$ cat src/rtl/kes_sched_if.sv
// Bundles the syndrome request, kes and result channels of the kes scheduler.
interface kes_sched_if #(
  parameter int unsigned SYM_BW = 8,
  parameter int unsigned R_NUM  = 16,
  parameter int unsigned T_NUM  = R_NUM / 2,
  parameter int unsigned NCH    = 4,
  parameter int unsigned CH_BW  = 2
);
  logic [NCH-1:0]              syn_vld;
  logic [NCH-1:0]              syn_rdy;
  logic [NCH*R_NUM*SYM_BW-1:0] syn_data;
  logic                        kes_start;
  logic [R_NUM*SYM_BW-1:0]     kes_syndrome;
  logic [(T_NUM+1)*SYM_BW-1:0] kes_lamda;
  logic [T_NUM*SYM_BW-1:0]     kes_omega;
  logic                        kes_done;
  logic                        out_vld;
  logic                        out_rdy;
  logic [CH_BW-1:0]            out_ch;
  logic [(T_NUM+1)*SYM_BW-1:0] out_lamda;
  logic [T_NUM*SYM_BW-1:0]     out_omega;
  logic                        out_zero;
  logic                        out_err;
  logic                        busy;

  modport master (
    output syn_vld, syn_data, kes_lamda, kes_omega, kes_done, out_rdy,
    input  syn_rdy, kes_start, kes_syndrome, out_vld, out_ch, out_lamda,
           out_omega, out_zero, out_err, busy
  );

  modport slave (
    input  syn_vld, syn_data, kes_lamda, kes_omega, kes_done, out_rdy,
    output syn_rdy, kes_start, kes_syndrome, out_vld, out_ch, out_lamda,
           out_omega, out_zero, out_err, busy
  );
endinterface

$ cat src/rtl/kes_sched.sv
// Round-robin scheduler sharing one RiBM kes between NCH syndrome producers,
// with zero-syndrome bypass and a watchdog on the kes result.
module kes_sched #(
  parameter int unsigned SYM_BW = 8,
  parameter int unsigned R_NUM  = 16,
  parameter int unsigned T_NUM  = R_NUM / 2,
  parameter int unsigned NCH    = 4,
  parameter int unsigned CH_BW  = 2,
  parameter int unsigned TO_CYC = 32
) (
  input logic       clk,
  input logic       rst_n,
  kes_sched_if.slave bus
);
  localparam int unsigned SYN_W = R_NUM * SYM_BW;
  localparam int unsigned LAM_W = (T_NUM + 1) * SYM_BW;
  localparam int unsigned OMG_W = T_NUM * SYM_BW;
  localparam int unsigned TMR_W = $clog2(TO_CYC);

  typedef enum logic [1:0] {S_IDLE, S_START, S_WAIT, S_OUT} state_t;

  state_t           state_q, state_d;
  logic [CH_BW-1:0] ptr_q, ptr_d;
  logic [CH_BW-1:0] ch_q, ch_d;
  logic [SYN_W-1:0] syn_q, syn_d;
  logic [LAM_W-1:0] lam_q, lam_d;
  logic [OMG_W-1:0] omg_q, omg_d;
  logic             zero_q, zero_d;
  logic             err_q, err_d;
  logic             vld_q, vld_d;
  logic             start_q, start_d;
  logic [TMR_W-1:0] tmr_q, tmr_d;

  logic             gnt_found;
  logic [CH_BW-1:0] gnt_ch;
  logic [SYN_W-1:0] gnt_syn;

  // Scan from ptr upward with an explicit wrap so NCH need not be a power of 2.
  always_comb begin : arb
    int unsigned idx;
    idx       = 0;
    gnt_found = 1'b0;
    gnt_ch    = '0;
    gnt_syn   = '0;
    for (int unsigned k = 0; k < NCH; k++) begin
      idx = 32'(ptr_q) + k;
      if (idx >= NCH) idx = idx - NCH;
      if (!gnt_found && bus.syn_vld[idx]) begin
        gnt_found = 1'b1;
        gnt_ch    = CH_BW'(idx);
        gnt_syn   = bus.syn_data[idx*SYN_W +: SYN_W];
      end
    end
  end

  always_comb begin
    bus.syn_rdy = '0;
    if (rst_n && state_q == S_IDLE && gnt_found) bus.syn_rdy = NCH'(1) << gnt_ch;
  end

  always_comb begin
    state_d = state_q;
    ptr_d   = ptr_q;
    ch_d    = ch_q;
    syn_d   = syn_q;
    lam_d   = lam_q;
    omg_d   = omg_q;
    zero_d  = zero_q;
    err_d   = err_q;
    vld_d   = vld_q;
    start_d = 1'b0;
    tmr_d   = tmr_q;
    case (state_q)
      S_IDLE: begin
        if (gnt_found) begin
          syn_d = gnt_syn;
          ch_d  = gnt_ch;
          if (gnt_syn == '0) begin
            lam_d   = LAM_W'(1);
            omg_d   = '0;
            zero_d  = 1'b1;
            err_d   = 1'b0;
            vld_d   = 1'b1;
            state_d = S_OUT;
          end else begin
            zero_d  = 1'b0;
            start_d = 1'b1;
            state_d = S_START;
          end
        end
      end
      S_START: begin
        tmr_d   = '0;
        state_d = S_WAIT;
      end
      S_WAIT: begin
        // A done arriving on the final watchdog cycle still counts as success.
        if (bus.kes_done) begin
          lam_d   = bus.kes_lamda;
          omg_d   = bus.kes_omega;
          err_d   = 1'b0;
          vld_d   = 1'b1;
          state_d = S_OUT;
        end else if (tmr_q == TMR_W'(TO_CYC - 1)) begin
          lam_d   = '0;
          omg_d   = '0;
          err_d   = 1'b1;
          vld_d   = 1'b1;
          state_d = S_OUT;
        end else begin
          tmr_d = tmr_q + 1'b1;
        end
      end
      S_OUT: begin
        if (bus.out_rdy) begin
          vld_d   = 1'b0;
          ptr_d   = (ch_q == CH_BW'(NCH - 1)) ? '0 : ch_q + 1'b1;
          state_d = S_IDLE;
        end
      end
      default: state_d = S_IDLE;
    endcase
  end

  always_ff @(posedge clk or negedge rst_n) begin
    if (!rst_n) begin
      state_q <= S_IDLE;
      ptr_q   <= '0;
      ch_q    <= '0;
      syn_q   <= '0;
      lam_q   <= '0;
      omg_q   <= '0;
      zero_q  <= 1'b0;
      err_q   <= 1'b0;
      vld_q   <= 1'b0;
      start_q <= 1'b0;
      tmr_q   <= '0;
    end else begin
      state_q <= state_d;
      ptr_q   <= ptr_d;
      ch_q    <= ch_d;
      syn_q   <= syn_d;
      lam_q   <= lam_d;
      omg_q   <= omg_d;
      zero_q  <= zero_d;
      err_q   <= err_d;
      vld_q   <= vld_d;
      start_q <= start_d;
      tmr_q   <= tmr_d;
    end
  end

  assign bus.kes_start    = start_q;
  assign bus.kes_syndrome = syn_q;
  assign bus.out_vld      = vld_q;
  assign bus.out_ch       = ch_q;
  assign bus.out_lamda    = lam_q;
  assign bus.out_omega    = omg_q;
  assign bus.out_zero     = zero_q;
  assign bus.out_err      = err_q;
  assign bus.busy         = (state_q != S_IDLE);
endmodule

$ cat src/flat_wrapper.sv
// flat-port wrapper written by rule: the top's interface ports become plain ports
module kes_sched_flat 
#(
  parameter int unsigned SYM_BW = 8,
  parameter int unsigned R_NUM  = 16,
  parameter int unsigned T_NUM  = R_NUM / 2,
  parameter int unsigned NCH    = 4,
  parameter int unsigned CH_BW  = 2,
  parameter int unsigned TO_CYC = 32
)
  (clk, rst_n, bus_syn_vld, bus_syn_data, bus_kes_lamda, bus_kes_omega, bus_kes_done, bus_out_rdy, bus_syn_rdy, bus_kes_start, bus_kes_syndrome, bus_out_vld, bus_out_ch, bus_out_lamda, bus_out_omega, bus_out_zero, bus_out_err, bus_busy);
  kes_sched_if #(.SYM_BW(SYM_BW), .R_NUM(R_NUM), .T_NUM(T_NUM), .NCH(NCH), .CH_BW(CH_BW)) bus_i ();
  input logic clk;
  input logic rst_n;
  input wire logic [$bits(bus_i.syn_vld)-1:0] bus_syn_vld;
  input wire logic [$bits(bus_i.syn_data)-1:0] bus_syn_data;
  input wire logic [$bits(bus_i.kes_lamda)-1:0] bus_kes_lamda;
  input wire logic [$bits(bus_i.kes_omega)-1:0] bus_kes_omega;
  input wire logic [$bits(bus_i.kes_done)-1:0] bus_kes_done;
  input wire logic [$bits(bus_i.out_rdy)-1:0] bus_out_rdy;
  output wire logic [$bits(bus_i.syn_rdy)-1:0] bus_syn_rdy;
  output wire logic [$bits(bus_i.kes_start)-1:0] bus_kes_start;
  output wire logic [$bits(bus_i.kes_syndrome)-1:0] bus_kes_syndrome;
  output wire logic [$bits(bus_i.out_vld)-1:0] bus_out_vld;
  output wire logic [$bits(bus_i.out_ch)-1:0] bus_out_ch;
  output wire logic [$bits(bus_i.out_lamda)-1:0] bus_out_lamda;
  output wire logic [$bits(bus_i.out_omega)-1:0] bus_out_omega;
  output wire logic [$bits(bus_i.out_zero)-1:0] bus_out_zero;
  output wire logic [$bits(bus_i.out_err)-1:0] bus_out_err;
  output wire logic [$bits(bus_i.busy)-1:0] bus_busy;
  assign bus_i.syn_vld = bus_syn_vld;
  assign bus_i.syn_data = bus_syn_data;
  assign bus_i.kes_lamda = bus_kes_lamda;
  assign bus_i.kes_omega = bus_kes_omega;
  assign bus_i.kes_done = bus_kes_done;
  assign bus_i.out_rdy = bus_out_rdy;
  assign bus_syn_rdy = bus_i.syn_rdy;
  assign bus_kes_start = bus_i.kes_start;
  assign bus_kes_syndrome = bus_i.kes_syndrome;
  assign bus_out_vld = bus_i.out_vld;
  assign bus_out_ch = bus_i.out_ch;
  assign bus_out_lamda = bus_i.out_lamda;
  assign bus_out_omega = bus_i.out_omega;
  assign bus_out_zero = bus_i.out_zero;
  assign bus_out_err = bus_i.out_err;
  assign bus_busy = bus_i.busy;
  kes_sched #(.SYM_BW(SYM_BW), .R_NUM(R_NUM), .T_NUM(T_NUM), .NCH(NCH), .CH_BW(CH_BW), .TO_CYC(TO_CYC)) u_core (.clk(clk), .rst_n(rst_n), .bus(bus_i));
endmodule
$ cat config.mk
export PLATFORM = sky130hd
export DESIGN_NAME = kes_sched_flat
export DESIGN_NICKNAME = d
export VERILOG_FILES = /design/src/rtl/kes_sched_if.sv /design/src/rtl/kes_sched.sv /design/src/flat_wrapper.sv
export SDC_FILE = /design/constraint.sdc
export NUM_CORES = 1
export LEC_CHECK = 0
export BUFFER_PORTS_ARGS = -buffer_cell sky130_fd_sc_hd__buf_2
export CAP_MARGIN = 10
export CORE_AREA = 2 2 362 364
export DETAILED_ROUTE_END_ITERATION = 10
export DIE_AREA = 0 0 364 366
export PLACE_DENSITY = 0.5
export SLEW_MARGIN = 20
export SYNTH_ARGS = -nofsm -noshare
export SYNTH_HDL_FRONTEND = slang
export SYNTH_SLANG_ARGS = --single-unit
$ cat constraint.sdc
create_clock -name clk -period 7.7 [get_ports clk]
set_input_delay 0.77 -clock clk [delete_from_list [all_inputs] [get_ports clk]]
set_output_delay 0.77 -clock clk [all_outputs]
set_load 0.005 [all_outputs]
==> results.toml, run 1 <==
[floorplan]
fp.dieH_um = 366
die_area_mm2 = 0.133
die_w_um = 364
coreArea_mm2 = 0.129
std_cell_rows = 132
initial_core_util = 0.221
ioPinCount = 931

[cells_and_area]
nets = 4006
fin_area_mm2 = 0.0360
nFillCells = 13600
regArea_mm2 = 0.00699
syn_to_final_growth_pct = 26.4
layout-drive-gt1-share = 0.436
multi_input_area_mm2 = 0.0200
layoutNonFillerInstCount = 5164

[clock_tree]
cts_root_buf = "clkbuf_16"
cts_tree = "yes"
cts.sinks = 279
clk_pin_slew_ps = 60
ctsResizeCount = 0
clk_path_buf_depth = 3
htreeDepth = 2
cts_hold_buf = 0
clock_latency_ps = 590
post_cts_buffers = 0
numCtsBuffers = 40

[critical_path]
cp_num_buf_inv = 3
crit_required_ps = 8170
reg2reg_setup_slack_ps = 990
slowest_delay_ps = 820
path_common_cell = "nand4_1"
crit_path_max_fanout = 137
cp-end-kind = "flip-flop"
cp.arrival_ps = 7180
reg2regPathDepth = 14
critPathLaunchType = "flip-flop"
path_class = "flip-flop to flip-flop"
path_depth = 14
cp_cell_sequence = "inv_1 -> ha_4 -> mux4_2 -> or2_4 -> buf_4 -> a211oi_1 -> o31a_1 -> nand4_1 -> nor4_1 -> and3_1 -> nand4_1 -> o32a_2 -> buf_12 -> a22o_1"
slowest_stage = "dfrtp_4"
crit_family = "simple AND/OR/NAND/NOR gates"

[yosys]
synth.most_common_cell = "mux4_2"
yosys_register_bits = 279
syn_inst = 2632
synth_common_cells = "388 x mux4_2, 279 x dfrtp_1, 258 x mux2i_1"
yosysWarnings = 0
yosys.area.top_type = "mux4_2"
synth-edff-count = 0
ys.flop_type = "dfrtp_1"
syn_area_mm2 = 0.0285
avgSynthCellArea_um2 = 10.8
yosysUniqueCellTypes = 55
mappedNetlistNets = 3300
synthTopCellsByArea = "mux4_2 31%, dfrtp_1 25%, mux2i_1 9.1%, a22o_1 4.2%, o221ai_1 3.7%"
ys_seq_area_frac = 0.245
async_reset_ff_frac = 1.00
synth_top_area_frac = 0.307

[timing]
drv_slew = 0
period_minus_slack_ps = 6710
slew_headroom = 0.250
hold_viol = 0
final.period_utilization = 0.872
rsz0062_at_grt = "no"
finalClockSkew_ps = 16.4
fmax_mhz = 149
whs_ps = 117
worstMarginPinSlew_ps = 1130
tns_ps = 0
setup_viol = 0

[placed_design]
place_area_mm2 = 0.0345
portBuffers = 930
gp_congestion = 0.861
place_hpwl_um = 110000
placed_cells = 5038

[grt]
grt_usage = 0.213
grt-ovfl-total = 0
grt_max_degree = 156
antenna_found_initial = 68
grt_pass1_vias = 28200
grt_pass1_wl_um = 209000

[routing]
wl_per_cell_um = 28.8
drt_iter0_drc = 2879
ant_nets = 0
drc_errors = 0
dr.pass1.iters = 6
finalWirelength_um = 149000
viasPerCell = 5.66
num_vias = 29200

[power_and_ir_drop]
ir_worst_vdd_mv = 0.350
power_density_mw_per_mm2 = 502
p_leak_nw = 14.6

[min_path]
min_path_type = "primary input to async pin"

[run]
max-cap-violations = 0

[outcome]
status = "finished clean"
==> cells by family after synthesis <==
kind of cell | count (synthesis) | synth area share
AOI/OAI and AO/OA | 800 | 0.203
muxes | 651 | 0.399
and+or+nand+nor | 547 | 0.0892
buffers and inverters | 340 | 0.0565
DFF | 279 | 0.245
adders and majority gates | 12 | 0.00527
xor gates and xnor gates | 3 | 0.000923
==> cells in the final DEF (no fill, tap or decap), types with 7 or more instances in the layout <==
master       n
nand4_1     59
clkbuf_16   40
nand3_1    112
nor4_1       9
a211o_1      7
nor3_1      25
a21o_1       8
and3_1       9
o31a_1     102
clkbuf_8     9
nand2b_1    11
o21ai_0    132
a22o_1     135
dfrtp_1    277
mux4_2     386
ha_1        11
a211oi_1   124
mux2i_1    258
a31oi_1      7
inv_1       14
clkbuf_1     8
a21oi_1    132
o221ai_1   119
or4_1        8
nand2_1    162
buf_4       49
o22ai_1     12
buf_12      10
nor2_1     133
buf_2      929
diode_2     53
==> worst paths after layout <==
path / from / end
max in group asynchronous: rst_n / u_core.ptr_q[0]$_DFFE_PN0P_
min reg2reg: u_core.bus.kes_syndrome[72]$_DFFE_PN0P_ / u_core.bus.kes_syndrome[72]$_DFFE_PN0P_
max: u_core.ptr_q[0]$_DFFE_PN0P_ / u_core.bus.out_lamda[40]$_DFFE_PN0P_
min in group clk: bus_kes_lamda[19] / u_core.bus.out_lamda[19]$_DFFE_PN0P_
min: rst_n / u_core.bus.out_lamda[56]$_DFFE_PN0P_
max reg2reg: u_core.ptr_q[0]$_DFFE_PN0P_ / u_core.bus.out_lamda[40]$_DFFE_PN0P_
==> power by group <==
part	leakage (nW)	total, mW	switching [mW]	internal [mW]
registers	3.54	2.57	0.442	2.12
logic	10.4	13.5	8.18	5.32
clock network	0.670	2.02	0.801	1.21
total	14.6	18.1	9.43	8.65
==> per-stage QoR <==
stage,power [mW],setup WS [ps],utilization
final,18.1,986,0.279
after global routing,19.2,716,0.279
after CTS,18.2,1060,0.278
after detailed placement,16.1,1060,0.267
after global placement,16.0,1100,0.267
after floorplan,11.2,2020,-
==> worst register-to-register path, cell delays in order, from the launching register on <==
cell	delay [ps]
dfrtp_4	820
inv_1	300
ha_4	560
mux4_2	670
or2_4	480
buf_4	460
a211oi_1	280
o31a_1	400
nand4_1	190
nor4_1	590
and3_1	370
nand4_1	370
o32a_2	340
buf_12	210
a22o_1	560
==> registers in the layout, indices dropped and copies added (netlist names) <==
| name | count |
|---|---|
| u_core.tmr_q | 5 |
| u_core.ptr_q | 2 |
| u_core.bus.out_zero | 1 |
| u_core.bus.out_err | 1 |
| u_core.bus.out_lamda | 72 |
| u_core.bus.out_ch | 2 |
| u_core.bus.kes_start | 1 |
| u_core.bus.kes_syndrome | 128 |
| u_core.bus.out_vld | 1 |
| u_core.state_q | 2 |
| u_core.bus.out_omega | 64 |
==> cell type report <==
cell class / instances / area share
Antenna cell: 53 / 0.00369
Clock buffer: 57 / 0.0321
Clock inverter: 16 / 0.00650
Inverter: 15 / 0.00170
Multi-Input combinational cell: 2013 / 0.556
Sequential cell: 279 / 0.194
Tap cell: 1742 / 0.0606
Timing Repair Buffer: 989 / 0.145
==> per-layer routing <==
metal | routed length, um | vias up | part of all wire | GRT usage
li1 | - | 12400 | - | -
met1 | 55700 | 14900 | 0.38 | 0.254
met2 | 72300 | 1667 | 0.49 | 0.357
met3 | 14800 | 296 | 0.099 | 0.0641
met4 | 5680 | 12 | 0.038 | 0.0824
met5 | 74 | - | 0.00050 | 0
(Power assumes the default switching activity.)
==> inputs of run 2 (changes only) <==
- CELL_PAD_IN_SITES_DETAIL_PLACEMENT: default -> 1
- CELL_PAD_IN_SITES_GLOBAL_PLACEMENT: default -> 2
- CORE_AREA: 2 2 362 364 -> 2 2 360 362
- DIE_AREA: 0 0 364 366 -> 0 0 362 364
- PLACE_DENSITY: 0.5 -> 0.69
- SLEW_MARGIN: 20 -> default
==> results.toml, run 2 (same netlist as run 1, synthesis figures left out) <==
[critical_path]
crit_path_max_fanout = 137
cp-end-kind = "flip-flop"
path_class = "flip-flop to flip-flop"
slowest_delay_ps = 820
cp_num_buf_inv = 3
crit_required_ps = 8190
cp_cell_sequence = "inv_6 -> ha_4 -> mux4_2 -> a21boi_4 -> buf_12 -> a211o_1 -> a32oi_1 -> nand4_1 -> nor4_1 -> and3_1 -> nand4_1 -> o32a_2 -> buf_12 -> a22o_1"
worstSetupStartpoint = "u_core.ptr_q[1]$_DFFE_PN0P_"
crit_family = "compound AO/OA/AOI/OAI gates"
rr_startpoint = "u_core.ptr_q[1]$_DFFE_PN0P_"
slowest_stage = "nor4_1"
cp.arrival_ps = 7370
critPathLaunchType = "flip-flop"

[placed_design]
place_hpwl_um = 117000
portBuffers = 930
preCtsSetupSlack_ps = 786
place_area_mm2 = 0.0345
gp_congestion = 0.892
placed_cells = 4983

[power_and_ir_drop]
p_leak_nw = 14.7
ir_worst_vdd_mv = 0.354
power_density_mw_per_mm2 = 508

[cells_and_area]
regArea_mm2 = 0.00699
fin_area_mm2 = 0.0361
multi_input_area_mm2 = 0.0200
nFillCells = 14800
layout-drive-gt1-share = 0.439
layoutNonFillerInstCount = 5116
largest_reg_flops = 128
nets = 4018
layout_common_cells = "929 x buf_2, 386 x mux4_2, 277 x dfrtp_1, 258 x mux2i_1, 162 x nand2_1"
syn_to_final_growth_pct = 26.9
mostFrequentLayoutCell = "buf_2"

[timing]
fmax_mhz = 145
worstMarginPinSlew_ps = 1140
period_minus_slack_ps = 6880
hold_viol = 0
slew_headroom = 0.238
whs_ps = 59.1
rsz0062_at_grt = "no"
tns_ps = 0
setup_viol = 0
finalClockSkew_ps = 34.4
final.period_utilization = 0.894
drv_slew = 0
fin_ws_ps = 820

[routing]
routed.top_layer = "met5"
dr.pass1.iters = 5
viasPerCell = 5.78
drc_errors = 0
wl_per_cell_um = 30.5
num_vias = 29600
wl_met1_um = 58900
drt_iter0_drc = 2596
wl_met3_um = 13900
finalWirelength_um = 156000
route.met2.wl_um = 76300
ant_nets = 0

[grt]
antenna_found_initial = 75
grt_pass1_vias = 29600
grt_max_degree = 149
grt_pass1_wl_um = 220000
grt_usage = 0.226
grt-ovfl-total = 0

[clock_tree]
numCtsBuffers = 40
clock_latency_ps = 610
ctsResizeCount = 0
cts_root_buf = "clkbuf_16"
cts_hold_buf = 0
cts.sinks = 279
cts_tree = "yes"
post_cts_buffers = 0
htreeDepth = 2
clk_pin_slew_ps = 60
clk_path_buf_depth = 3

[min_path]
min_path_type = "primary input to async pin"

[run]
max-cap-violations = 0

[floorplan]
initial_core_util = 0.222
die_area_mm2 = 0.132
die_w_um = 362
fp.dieH_um = 364
coreArea_mm2 = 0.128
std_cell_rows = 132
ioPinCount = 931

[outcome]
status = "finished clean"
-- run 2: metrics by stage --
stage / utilization / power [mW]
after global placement: 0.269 / 16.2
after global routing: 0.282 / 19.5
after floorplan: - / 11.2
final: 0.282 / 18.4
after detailed placement: 0.269 / 16.4
after CTS: 0.281 / 18.6
-- run 2: path summary, 6_finish.rpt --
check | cells past startpoint | to | slack [ps]
setup / recovery | 14 | u_core.bus.out_omega[51]$_DFFE_PN0P_ | 820
min in group clk | 2 | u_core.bus.out_lamda[52]$_DFFE_PN0P_ | 370
hold reg to reg | 2 | u_core.bus.kes_syndrome[45]$_DFFE_PN0P_ | 470
max in group asynchronous | 3 | u_core.bus.kes_syndrome[81]$_DFFE_PN0P_ | 5630
hold / removal | 1 | u_core.bus.out_lamda[61]$_DFFE_PN0P_ | 60
setup reg to reg | 14 | u_core.bus.out_omega[51]$_DFFE_PN0P_ | 820
-- run 2: final cells by class --
class / count / area share
multi-input cells: 2013 / 0.553
flip-flops and latches: 279 / 0.193
repair buffers: 1001 / 0.149
well taps: 1675 / 0.0580
clock buffers: 50 / 0.0307
clock inverters: 24 / 0.00959
diodes: 59 / 0.00408
inverters: 15 / 0.00170
-- run 2: where the power goes --
part	internal, mW	total [mW]	switching, mW
combinational	5.36	13.7	8.35
sequential	2.13	2.59	0.464
clock	1.24	2.08	0.835
-- run 2: per-layer routing --
metal	track usage	vias up
met5	0	-
met4	0.0972	10
met3	0.0501	269
met2	0.383	1544
met1	0.276	15400
li1	-	12400
